File: config.mk
export PLATFORM = sky130hd
export DESIGN_NAME = teclado_escaner
export DESIGN_NICKNAME = d
export VERILOG_FILES = /design/src/rtl/teclado_escaner.sv
export SDC_FILE = /design/constraint.sdc
export NUM_CORES = 1
export LEC_CHECK = 0
export ABC_AREA = 1
export CAP_MARGIN = 40
export CORE_ASPECT_RATIO = 0.7
export CORE_MARGIN = 3
export CORE_UTILIZATION = 53
export CTS_CLUSTER_DIAMETER = 200
export DETAILED_ROUTE_END_ITERATION = 10
export MAX_ROUTING_LAYER = met4
export PLACE_DENSITY = 0.74
export SLEW_MARGIN = 20
export SYNTH_ARGS = -nofsm -noshare
export SYNTH_HDL_FRONTEND = slang
export SYNTH_SLANG_ARGS = --single-unit
File: constraint.sdc
create_clock -name clk -period 2.3 [get_ports clk]
set_clock_uncertainty 0.1 [all_clocks]
set_input_delay 0.46 -clock clk [delete_from_list [all_inputs] [get_ports clk]]
set_output_delay 0.46 -clock clk [all_outputs]
set_load 0.005 [all_outputs]
File: src/rtl/teclado_escaner.sv
// 4x4 membrane keypad scanner: column strobe, row synchroniser, press/release
// debounce and key decode into digit, cancel (*) and accept (#) pulses.
module teclado_escaner #(
  parameter int CLK_DIV        = 50000,
  parameter int DEBOUNCE_TICKS = 4
) (
  input  logic       clk,
  input  logic       reset,
  input  logic [3:0] fila_in,
  output logic [3:0] col_out,
  output logic       digito_stb,
  output logic [3:0] digito,
  output logic       tecla_cancelar,
  output logic       tecla_aceptar
);

  localparam int TW = $clog2(CLK_DIV);
  localparam int DW = $clog2(DEBOUNCE_TICKS + 1);
  localparam logic [TW-1:0] TICK_LAST = TW'(CLK_DIV - 1);
  localparam logic [DW-1:0] CNT_LAST  = DW'(DEBOUNCE_TICKS - 1);

  typedef enum logic [1:0] {ESCANEO, REBOTE, EMITIR, ESPERA_SOLTAR} estado_t;
  typedef enum logic [1:0] {K_NADA, K_DIGITO, K_CANCELAR, K_ACEPTAR} clase_t;

  typedef struct packed {
    clase_t     clase;
    logic [3:0] valor;
  } tecla_t;

  function automatic tecla_t decodificar(input logic [1:0] r, input logic [1:0] c);
    tecla_t t;
    t.clase = K_NADA;
    t.valor = 4'd0;
    if (c == 2'd3) begin
      t.clase = K_NADA;
    end else if (r != 2'd3) begin
      t.clase = K_DIGITO;
      t.valor = {2'b00, r} * 4'd3 + {2'b00, c} + 4'd1;
    end else begin
      case (c)
        2'd0:    t.clase = K_CANCELAR;
        2'd1:    t.clase = K_DIGITO;
        default: t.clase = K_ACEPTAR;
      endcase
    end
    return t;
  endfunction

  function automatic logic [1:0] fila_idx(input logic [3:0] bajas);
    if (bajas[0])      return 2'd0;
    else if (bajas[1]) return 2'd1;
    else if (bajas[2]) return 2'd2;
    else               return 2'd3;
  endfunction

  logic [3:0]    fila_p0;
  logic [3:0]    filas_s;
  logic [TW-1:0] div_cnt;
  logic          tick;
  estado_t       estado;
  logic [1:0]    col_idx;
  logic [1:0]    fila_r;
  logic [3:0]    patron;
  logic [DW-1:0] deb_cnt;
  logic [DW-1:0] rel_cnt;
  tecla_t        tecla;

  // Stage p0 -> s: two-flop synchroniser for the asynchronous rows
  always_ff @(posedge clk) begin
    if (!reset) begin
      fila_p0 <= 4'b1111;
      filas_s <= 4'b1111;
    end else begin
      fila_p0 <= fila_in;
      filas_s <= fila_p0;
    end
  end

  always_ff @(posedge clk) begin
    if (!reset)                  div_cnt <= '0;
    else if (div_cnt == TICK_LAST) div_cnt <= '0;
    else                         div_cnt <= div_cnt + TW'(1);
  end

  assign tick    = (div_cnt == TICK_LAST);
  assign col_out = ~(4'b0001 << col_idx);
  assign tecla   = decodificar(fila_r, col_idx);

  // The column is frozen from detection until release, so col_idx is the latched column
  always_ff @(posedge clk) begin
    if (!reset) begin
      estado         <= ESCANEO;
      col_idx        <= 2'd0;
      fila_r         <= 2'd0;
      patron         <= 4'b1111;
      deb_cnt        <= '0;
      rel_cnt        <= '0;
      digito_stb     <= 1'b0;
      digito         <= 4'd0;
      tecla_cancelar <= 1'b0;
      tecla_aceptar  <= 1'b0;
    end else begin
      digito_stb     <= 1'b0;
      tecla_cancelar <= 1'b0;
      tecla_aceptar  <= 1'b0;
      case (estado)
        ESCANEO: begin
          if (tick) begin
            if (filas_s == 4'b1111) begin
              col_idx <= col_idx + 2'd1;
            end else if ($onehot(~filas_s)) begin
              patron  <= filas_s;
              fila_r  <= fila_idx(~filas_s);
              deb_cnt <= '0;
              estado  <= REBOTE;
            end else begin
              rel_cnt <= '0;
              estado  <= ESPERA_SOLTAR;
            end
          end
        end
        REBOTE: begin
          if (tick) begin
            if (filas_s == patron) begin
              if (deb_cnt == CNT_LAST) begin
                estado <= EMITIR;
                case (tecla.clase)
                  K_DIGITO: begin
                    digito_stb <= 1'b1;
                    digito     <= tecla.valor;
                  end
                  K_CANCELAR: tecla_cancelar <= 1'b1;
                  K_ACEPTAR:  tecla_aceptar  <= 1'b1;
                  default: ;
                endcase
              end else begin
                deb_cnt <= deb_cnt + DW'(1);
              end
            end else begin
              col_idx <= col_idx + 2'd1;
              estado  <= ESCANEO;
            end
          end
        end
        EMITIR: begin
          rel_cnt <= '0;
          estado  <= ESPERA_SOLTAR;
        end
        ESPERA_SOLTAR: begin
          if (tick) begin
            if (filas_s == 4'b1111) begin
              if (rel_cnt == CNT_LAST) begin
                rel_cnt <= '0;
                col_idx <= col_idx + 2'd1;
                estado  <= ESCANEO;
              end else begin
                rel_cnt <= rel_cnt + DW'(1);
              end
            end else begin
              rel_cnt <= '0;
            end
          end
        end
        default: estado <= ESCANEO;
      endcase
    end
  end

endmodule
==> metrics.md, run 1 <==
| Metric | Value |
|---|---|
| Status | `finished with violations` |
| Violated checks | `negative setup slack` |
| Global route overflow | `0` |
| Ys flop type | `dfxtp_1` |
| Syn nets | `394` |
| Asr flop ratio synth | `0%` |
| Area contributors post-synth | `dfxtp_1, nand2_1, ha_1` |
| Clk_lat worst skew | `0.30 ns` |
| Fin crit share | `102%` |
| Layout overhead on the synthesized area | `17.7%` |
| Dominant cell type by area after synthesis | `dfxtp_1` |
| WL per Instance | `11.7 µm` |
| Power density over the cells | `499 nW/µm²` |
| CTS tree | `yes` |
| Crit path cell chain | `fa_1 -> inv_1 -> ha_2 -> ha_4 -> inv_2 -> nand3_4 -> nor2_4 -> buf_6 -> nor2_4 -> nand2_1 -> nor2_2 -> inv_2 -> o21bai_1 -> inv_1` |
| Worst VDD drop | `329 µV` |
| Worst hold path depth | `1` |
| Post-synth cell types | `34` |
| Seq/Total Area, Yosys | `35.5%` |
| Die area | `5900 µm²` |
| Top-count cell post-synth | `nand2_1` |
| # setup viols final | `3` |
| Setup TNS | `-0.0872 ns` |
| Root Driver | `clkbuf_8` |
| Cells on worst reg2reg path | `14` |
| PortBufs | `16` |
| Core Area | `4580 µm²` |
| Highest Clock Rate | `0.427 GHz` |
| CTS sink count | `47` |
| Hold Crit Class | `reg2reg` |
| Synth warnings | `0` |
| Slew margin rel. | `64.5%` |
| Fraction of layout cells with a size suffix above 1 | `18.1%` |
| Clock slew at reported path FFs | `0.09 ns` |
| CP Capture Type | `flop` |
| Post-synthesis simple-gate area fraction | `35.5%` |
| Hold slack | `0.319 ns` |
| Mapped Area | `2650 µm²` |
| Placer Congestion | `0.794` |
| Mux contribution to synthesized area | `0%` |
| Vias per cell | `4.84` |
| Worst-path fanout max | `3` |
| Post-Synth XOR/XNOR Area | `0.991%` |
| Main combinational cell family by area after synthesis | `simple AND/OR/NAND/NOR gates` |
| RSZ-0062 raised after global routing | `yes` |
| Pre-antenna DRT Iters | `4` |
| Die height | `65.2 µm` |
| Initial core utilization | `57.9%` |
| Io pins | `17` |
| Leak | `1.46 nW` |
| Fin. Hold Viols | `0` |
| Max Transition Viols Final | `0` |
| Post-synth EDFFs | `0` |
| Syn Area/Cell | `7.28 µm²` |
| NumNets Final | `422` |
| Pin count of the biggest net entering global routing | `16` |
| Top-area cell type share of the netlist area | `35.5%` |
| CP max stage delay | `0.54 ns` |
| Hold_buf cts | `0` |
| Fin crit period | `2.34 ns` |
| Ant. Diodes | `0` |
| Synth Area in Compound Gates | `6.84%` |
| Slowest CP cell | `fa_1` |
| Num rows | `20` |
| Total Wirelength | `5380 µm` |
| Deepest clock path buffer count | `2` |
| Dpl ws | `-0.138 ns` |
| H-tree depth | `2` |
| Worst-margin pin slew | `0.531 ns` |
| Post-DP HPWL | `4060 µm` |
| Drc violations | `0` |
| Maxcap violations | `0` |
| CTS buffer count | `5` |
| Final Core Density | `68.2%` |
| Synthesized-area fraction occupied by adder cells | `12.2%` |
| Vias | `2,217` |
| Number of synthesized register bits | `47` |
| Chip width | `90.5 µm` |
| First-pass GRT wire length | `9670 µm` |
| WS Path Type | `reg2reg` |
| Top cells by count, synth | `nand2_1, nor2_1, inv_1, dfxtp_1, ha_1` |
| Initial antenna violation count | `0` |
| Gr usage total | `20.9%` |
| Critical Path RT | `2.40 ns` |
| Vias in the first global route | `2,162` |
| Iteration-0 DRC Markers | `96` |
| Synthesized instance count | `364` |
| CP Launch Type | `flop` |
| Final worst setup slack | `-0.0421 ns` |
| DRT antenna net count | `0` |
| Critical Path AT | `2.44 ns` |
[what timing repair did]
item | 4_1_cts | 5_1_grt
endpoints found under the setup margin | 9 | 14
resized for setup | 12 | 8
setup buffers | 2 | 0
pin swaps | 6 | 10
[cell usage in the layout, fill, tap and decap left out, types with 3 or more instances in the layout]
master / n
clkdlybuf4s50_1: 16
nor2_2: 8
nand2_1: 74
buf_4: 9
a21oi_1: 14
inv_1: 49
nand3_2: 3
dfxtp_2: 3
nand2_2: 6
inv_2: 4
nor2_4: 6
o21ai_0: 9
nand3_1: 15
dfxtp_1: 44
o211ai_1: 5
fa_1: 3
nand2_4: 4
nor3b_1: 3
nand4_1: 6
or2_2: 12
nor3_1: 4
clkbuf_8: 5
nor2_1: 51
ha_1: 19
[flip-flops by register name, summed over array words and instances (netlist names)]
name,count
div_cnt,16
digito,4
fila_p0,4
filas_s,4
patron,4
deb_cnt,3
rel_cnt,3
col_idx,2
estado,2
fila_r,2
digito_stb,1
tecla_aceptar,1
tecla_cancelar,1
[logic make-up after synthesis]
kind of cell / Yosys count
AOI/OAI and AO/OA: 33
xor gates and xnor gates: 3
adders and majority gates: 24
buffers and inverters: 60
DFF: 47
and+or+nand+nor: 197
[through the flow]
stage	std cells	instance area [µm²]	power, mW
global route	458	3120	1.62
floorplan	364	2650	0.913
detailed placement	449	2920	0.946
finish	458	3120	1.56
CTS	458	3090	1.56
global placement	449	2920	0.944
[final cells by class]
class | instances | area [µm²]
Multi-Input combinational cell | 257 | 1540
Timing Repair Buffer | 26 | 239
Inverter | 55 | 209
Sequential cell | 47 | 945
Tap cell | 66 | 82.6
Fill cell | 399 | 1460
Clock buffer | 5 | 68.8
Clock inverter | 2 | 37.5
[path summary, 6_finish.rpt]
check / start / end / slack (ns)
worst max-delay path: filas_s[0] / rel_cnt[2] / -0.04
worst min-delay path: fila_p0[2] / filas_s[2] / 0.32
worst max register to register: filas_s[0] / rel_cnt[2] / -0.04
worst min register to register: fila_p0[2] / filas_s[2] / 0.32
[report_power, final]
part | switching, mW | total, mW | internal (mW)
Combinational | 0.0702 | 0.127 | 0.0568
Clock | 0.283 | 0.601 | 0.318
Sequential | 0.00637 | 0.831 | 0.824
Total | 0.359 | 1.56 | 1.20
[routing by layer]
| metal | share of wire, % | GRT usage [%] |
|---|---|---|
| met1 | 53 | 28.6 |
| met2 | 41 | 31.7 |
| met3 | 4.5 | 3.43 |
| met4 | 1.2 | 7.44 |
| met5 | 0 | - |
[critical path: cells and delay by family, from the launching register on]
family,cells,cell delay [ns]
AO/OA/AOI/OAI,1,0.12
adder cells (fa/ha/maj),3,0.97
buffers and inverters,5,0.33
flip-flops,1,0.34
AND/OR/NAND/NOR,5,0.37
No activity file was read; power rests on OpenSTA's default activity.
==> inputs of run 2 (changes only) <==
PLACE_DENSITY = 0.72   (was 0.74)
==> run 2 against run 1 <==
Clock-buffer cell count is 1 higher. Combinational power is 6% higher. Worst setup slack hardly changed. The flow still finishes with violations (negative setup slack). Global-route usage is 0.48 points lower. Clock power is 8.0% higher. Highest routed layer unchanged. Critical path depth stayed put. Via count is 4.6% higher. Largest power group unchanged. Flip-flop and latch count stayed put. Design area is 2.1% higher. Cell count is 0.66% higher.
==> metrics.md, run 2 (same netlist as run 1, synthesis figures left out) <==
| Metric | Value |
|---|---|
| Status | `finished with violations` |
| Violated checks | `negative setup slack` |
| Fin crit share | `102%` |
| GR peak layer | `met2` |
| Commonest non-fill, non-tap cell in the layout | `nand2_1` |
| RSZ-0062 raised after global routing | `yes` |
| Most frequent cells in the layout | `nand2_1, nor2_1, inv_1` |
| Met2 Use GR | `32.3%` |
| Global route overflow | `0` |
| Worst-path fanout max | `3` |
| Core Area | `4580 µm²` |
| Setup TNS | `-0.0553 ns` |
| CTS buffer count | `5` |
| Deepest clock path buffer count | `2` |
| Root Driver | `clkbuf_8` |
| Crit path cell chain | `fa_1 -> inv_1 -> ha_2 -> ha_4 -> inv_2 -> nand3_4 -> nor2_4 -> buf_6 -> nor2_2 -> nand2_1 -> nor2_2 -> inv_2 -> a21oi_1 -> nor2_1` |
| Gr usage total | `20.5%` |
| Pre-antenna DRT Iters | `5` |
| Pin count of the biggest net entering global routing | `24` |
| Die height | `65.2 µm` |
| Fraction of layout cells with a size suffix above 1 | `20.3%` |
| CP bufs+invs | `4` |
| Placer Congestion | `0.844` |
| Initial core utilization | `57.9%` |
| Post-DP HPWL | `4160 µm` |
| Chip width | `90.5 µm` |
| Power density over the cells | `507 nW/µm²` |
| Fin. Hold Viols | `0` |
| Clock slew at reported path FFs | `0.10 ns` |
| # setup viols final | `3` |
| Total Wirelength | `5790 µm` |
| Maxcap violations | `0` |
| Multi-input combinational cell area | `1570 µm²` |
| Worst VDD drop | `469 µV` |
| Highest Clock Rate | `0.427 GHz` |
| Hold_buf cts | `0` |
| Clk_lat worst skew | `0.30 ns` |
| Met3 Use GR | `3.78%` |
| DRT antenna net count | `0` |
| Critical Path AT | `2.44 ns` |
| Vias per cell | `5.03` |
| Drc violations | `0` |
| Hold slack | `0.314 ns` |
| Leak | `1.49 nW` |
| Reg with most FFs | `div_cnt` |
| M1 GR Usage | `27.6%` |
| Max reg flops | `16` |
| NumNets Final | `424` |
| Iteration-0 DRC Markers | `131` |
| WL per Instance | `12.6 µm` |
| Critical Path RT | `2.40 ns` |
| CP Capture Type | `flop` |
| Die area | `5900 µm²` |
| Final worst setup slack | `-0.0420 ns` |
| Area after DPL | `2930 µm²` |
| Final Core Density | `69.6%` |
| Vias | `2,318` |
| WS Path Type | `reg2reg` |
| Initial antenna violation count | `0` |
| Slowest CP cell | `fa_1` |
| Fin crit period | `2.34 ns` |
| H-tree depth | `2` |
| First-pass GRT wire length | `9500 µm` |
| Top Family by Delay on Critical Path | `adder cells` |
| CP Launch Type | `flop` |
| Num rows | `20` |
| CTS sink count | `47` |
| Worst-margin pin slew | `0.526 ns` |
| PortBufs | `16` |
| Vias in the first global route | `2,082` |
| CTS tree | `yes` |
| Hold Crit Class | `reg2reg` |
| Max Transition Viols Final | `0` |
| Io pins | `17` |
| Fill cells | `388` |
| Ant. Diodes | `0` |
| CP max stage delay | `0.54 ns` |
| Final instance area | `3190 µm²` |
| Layout overhead on the synthesized area | `20.2%` |
| Reg area | `945 µm²` |
| Slew margin rel. | `64.9%` |
run 2: cell types whose count changed in the layout (fill, tap and decap cells not counted), sizes merged:
cell | previous run | this run
clkbuf | 5 | 6
clkinv | 2 | 1
nand4 | 7 | 8
clkinvlp | 1 | 0
inv | 53 | 55
buf | 10 | 11
run 2: stage by stage:
| stage | instances | total power, mW | worst slack (ns) |
|---|---|---|---|
| 2_1_floorplan | 364 | 0.913 | 0.0276 |
| 3_3_place_gp | 448 | 0.945 | -0.00378 |
| 3_5_place_dp | 448 | 0.948 | -0.112 |
| 4_1_cts | 459 | 1.61 | -0.0731 |
| 5_1_grt | 461 | 1.68 | -0.133 |
| 6_report | 461 | 1.62 | -0.0420 |
run 2: path summary, 6_finish.rpt:
| check | cells after the start | slack, ns | to | startpoint |
|---|---|---|---|---|
| hold / removal | 1 | 0.31 | filas_s[2] | fila_p0[2] |
| hold reg to reg | 1 | 0.31 | filas_s[2] | fila_p0[2] |
| setup reg to reg | 14 | -0.04 | rel_cnt[1] | filas_s[0] |
| setup / recovery | 14 | -0.04 | rel_cnt[1] | filas_s[0] |
run 2: routing by layer:
| metal | up-vias | share of wire, % |
|---|---|---|
| met5 | - | 0 |
| met1 | 1053 | 49 |
| met3 | 8 | 4.9 |
| met2 | 62 | 45 |
| met4 | 0 | 1.0 |
| li1 | 1195 | - |
run 2: power breakdown:
group / internal, mW / total (mW) / leakage, nW / switching, mW
Combinational: 0.0612 / 0.135 / 1.04 / 0.0738
Clock: 0.358 / 0.649 / 0.0618 / 0.291
Sequential: 0.824 / 0.831 / 0.381 / 0.00672
run 2: cell type report:
cell class,instances,share of cell area (%)
multi-input cells,258,49.1
flip-flops and latches,47,29.6
repair buffers,27,8.24
inverters,55,6.60
clock buffers,6,2.59
well taps,66,2.59
clock inverters,2,1.22
run 2: repair_timing:
item	in CTS	in global routing
gates resized for setup	12	17
setup buffers	3	1
hold endpoints to repair	0	0
pin swaps	8	10
setup endpoints to repair	11	10
gates cloned	0	1
==> inputs of run 3 (changes only) <==
ABC_CLOCK_PERIOD_IN_PS = 2300   (was unset)
SETUP_SLACK_MARGIN = 0.2   (was unset)
==> run 3 against run 2 <==
Die area did not move. Critical endpoint is now rel_cnt[2]. The run now ends clean. Sequential power decreased by 0.5%. Maximum frequency increased by 3.5%. First-iteration DRC count is 13% higher. Clock-buffer cell count unchanged. Power down 9.3%. Via count fell by 4.4%.
==> metrics.md, run 3 (same netlist as run 1, synthesis figures left out) <==
| Metric | Value |
|---|---|
| Sequential share of power | `56.4%` |
| Part of the power in combinational logic | `8.6%` |
| Clock power frac | `35.0%` |
| Worst-path fanout max | `4` |
| Worst VDD drop | `315 µV` |
| Area after DPL | `2940 µm²` |
| Pre-antenna DRT Iters | `4` |
| Hold_buf cts | `0` |
| Total Wirelength | `5400 µm` |
| CP Capture Type | `flop` |
| Power density over the cells | `464 nW/µm²` |
| Highest Clock Rate | `0.442 GHz` |
| Placer Congestion | `0.800` |
| GR peak layer | `met1` |
| Die height | `65.2 µm` |
| Post-Place Cells | `446` |
| Slew margin rel. | `62.7%` |
| NumNets Final | `422` |
| PortBufs | `16` |
| Clk_lat worst skew | `0.30 ns` |
| Hold Startpoint | `fila_p0[2]` |
| WS Path Type | `reg2reg` |
| Die area | `5900 µm²` |
| Top Family by Delay on Critical Path | `adder cells` |
| Worst Hold Path EP | `filas_s[2]` |
| Pin count of the biggest net entering global routing | `16` |
| CP max stage delay | `0.52 ns` |
| M1 GR Usage | `31.3%` |
| Io pins | `17` |
| Global route overflow | `0` |
| WL per Instance | `11.8 µm` |
| DRT antenna net count | `0` |
| Crit path cell chain | `fa_1 -> inv_1 -> ha_2 -> ha_4 -> inv_2 -> nand3_4 -> nor2_4 -> nor2_1 -> nand2_1 -> nor2_2 -> inv_2 -> o21bai_1 -> inv_1` |
| Chip width | `90.5 µm` |
| Vias in the first global route | `2,051` |
| H-tree depth | `2` |
| P_sw | `0.374 mW` |
| Vias per cell | `4.83` |
| Worst hold path depth | `1` |
| Post-Layout Cell Count | `459` |
| Initial antenna violation count | `0` |
| Vias | `2,217` |
| Reg with most FFs | `div_cnt` |
| Fraction of layout cells with a size suffix above 1 | `21.1%` |
| Fin crit period | `2.26 ns` |
| Num rows | `20` |
| CTS sink count | `47` |
| Core Area | `4580 µm²` |
| CP bufs+invs | `4` |
| Worst-margin pin slew | `0.559 ns` |
| Deepest clock path buffer count | `2` |
| FF-to-FF Start | `filas_s[0]` |
| Critical Path AT | `2.37 ns` |
| RSZ-0062 raised after global routing | `yes` |
| Fin. Hold Viols | `0` |
| Fill cells | `388` |
| Leak | `1.44 nW` |
| Total power | `1.47 mW` |
| Worst reg2reg path endpoint | `rel_cnt[2]` |
| Layout overhead on the synthesized area | `19.3%` |
| Commonest non-fill, non-tap cell in the layout | `nand2_1` |
| Initial core utilization | `57.9%` |
| Status | `finished clean` |
| Path length in cells of the critical path | `13` |
| Final instance area | `3160 µm²` |
| Critical Path RT | `2.40 ns` |
| Root Driver | `clkbuf_8` |
| Cells on worst reg2reg path | `13` |
| Int Pwr | `1.09 mW` |
| Max reg flops | `16` |
| Slowest CP cell | `fa_1` |
| First-pass GRT wire length | `9630 µm` |
| Maxcap violations | `0` |
| Hold Crit Class | `reg2reg` |
| Ant. Diodes | `0` |
| Drc violations | `0` |
| Clock slew at reported path FFs | `0.09 ns` |
| Post-DP HPWL | `3980 µm` |
| Gr usage total | `20.7%` |
| CTS tree | `yes` |
| CTS buffer count | `5` |
| Iteration-0 DRC Markers | `148` |
| CP Launch Type | `flop` |
| Most frequent cells in the layout | `nand2_1, nor2_1, inv_1` |
| Sw Share | `25.5%` |
| Met3 Use GR | `3.78%` |
| Fin crit share | `98.4%` |
| Hold slack | `0.319 ns` |
| # setup viols final | `0` |
| Max Transition Viols Final | `0` |
| Setup slack, reg-to-reg | `0.04 ns` |
| Met2 Use GR | `28.9%` |
run 3: power by group through the flow:
| stage | Clock (mW) | Sequential, mW | Combinational, mW |
|---|---|---|---|
| CTS | 0.526 | 0.831 | 0.108 |
| global route | 0.560 | 0.829 | 0.139 |
| global placement | 0 | 0.850 | 0.0944 |
| detailed placement | 0 | 0.850 | 0.0962 |
| floorplan | 0 | 0.848 | 0.0716 |
| finish | 0.513 | 0.827 | 0.126 |
run 3: per-stage QoR:
step / TNS [ns] / utilization, % / setup WS [ns]
after global placement: 0 / 64.2 / 0.0944
after CTS: 0 / 67.2 / 0.0671
after global routing: -0.241 / 69.0 / -0.0671
after detailed placement: 0 / 64.2 / 0.0427
final: 0 / 69.0 / 0.0365
after floorplan: 0 / - / 0.161
run 3: worst max-delay path by stage:
stage | from | to | slack (ns)
after floorplan | filas_s[0] | rel_cnt[2] | 0.16
after global placement | filas_s[0] | fila_r[0] | 0.09
after detailed placement | filas_s[0] | fila_r[0] | 0.04
after CTS | filas_s[0] | rel_cnt[1] | 0.07
after global routing | filas_s[0] | rel_cnt[2] | -0.07
final | filas_s[0] | rel_cnt[2] | 0.04
run 3: layer usage:
metal | vias up | wire [µm]
met5 | - | 0
met1 | 978 | 3000
met4 | 0 | 57
met2 | 39 | 2100
met3 | 6 | 238
li1 | 1194 | -
run 3: cell type report:
type                       instances  area, µm²  share of cell area [%]
inverter                          55        213                    6.73
timing repair buffer              25        233                    7.36
tap                               66       82.6                    2.61
sequential                        47        958                    30.3
clock inverter                     2       16.3                   0.514
clock buffer                       6       72.6                    2.30
multi-input combinational        258       1590                    50.2
run 3: what timing repair did:
item / in CTS / in global routing
endpoints found under the setup margin: 16 / 18
gates resized for setup: 12 / 20
hold endpoints to repair: 0 / 0
pin swaps: 3 / 3
setup buffers: 1 / 3
gates cloned: 1 / 0
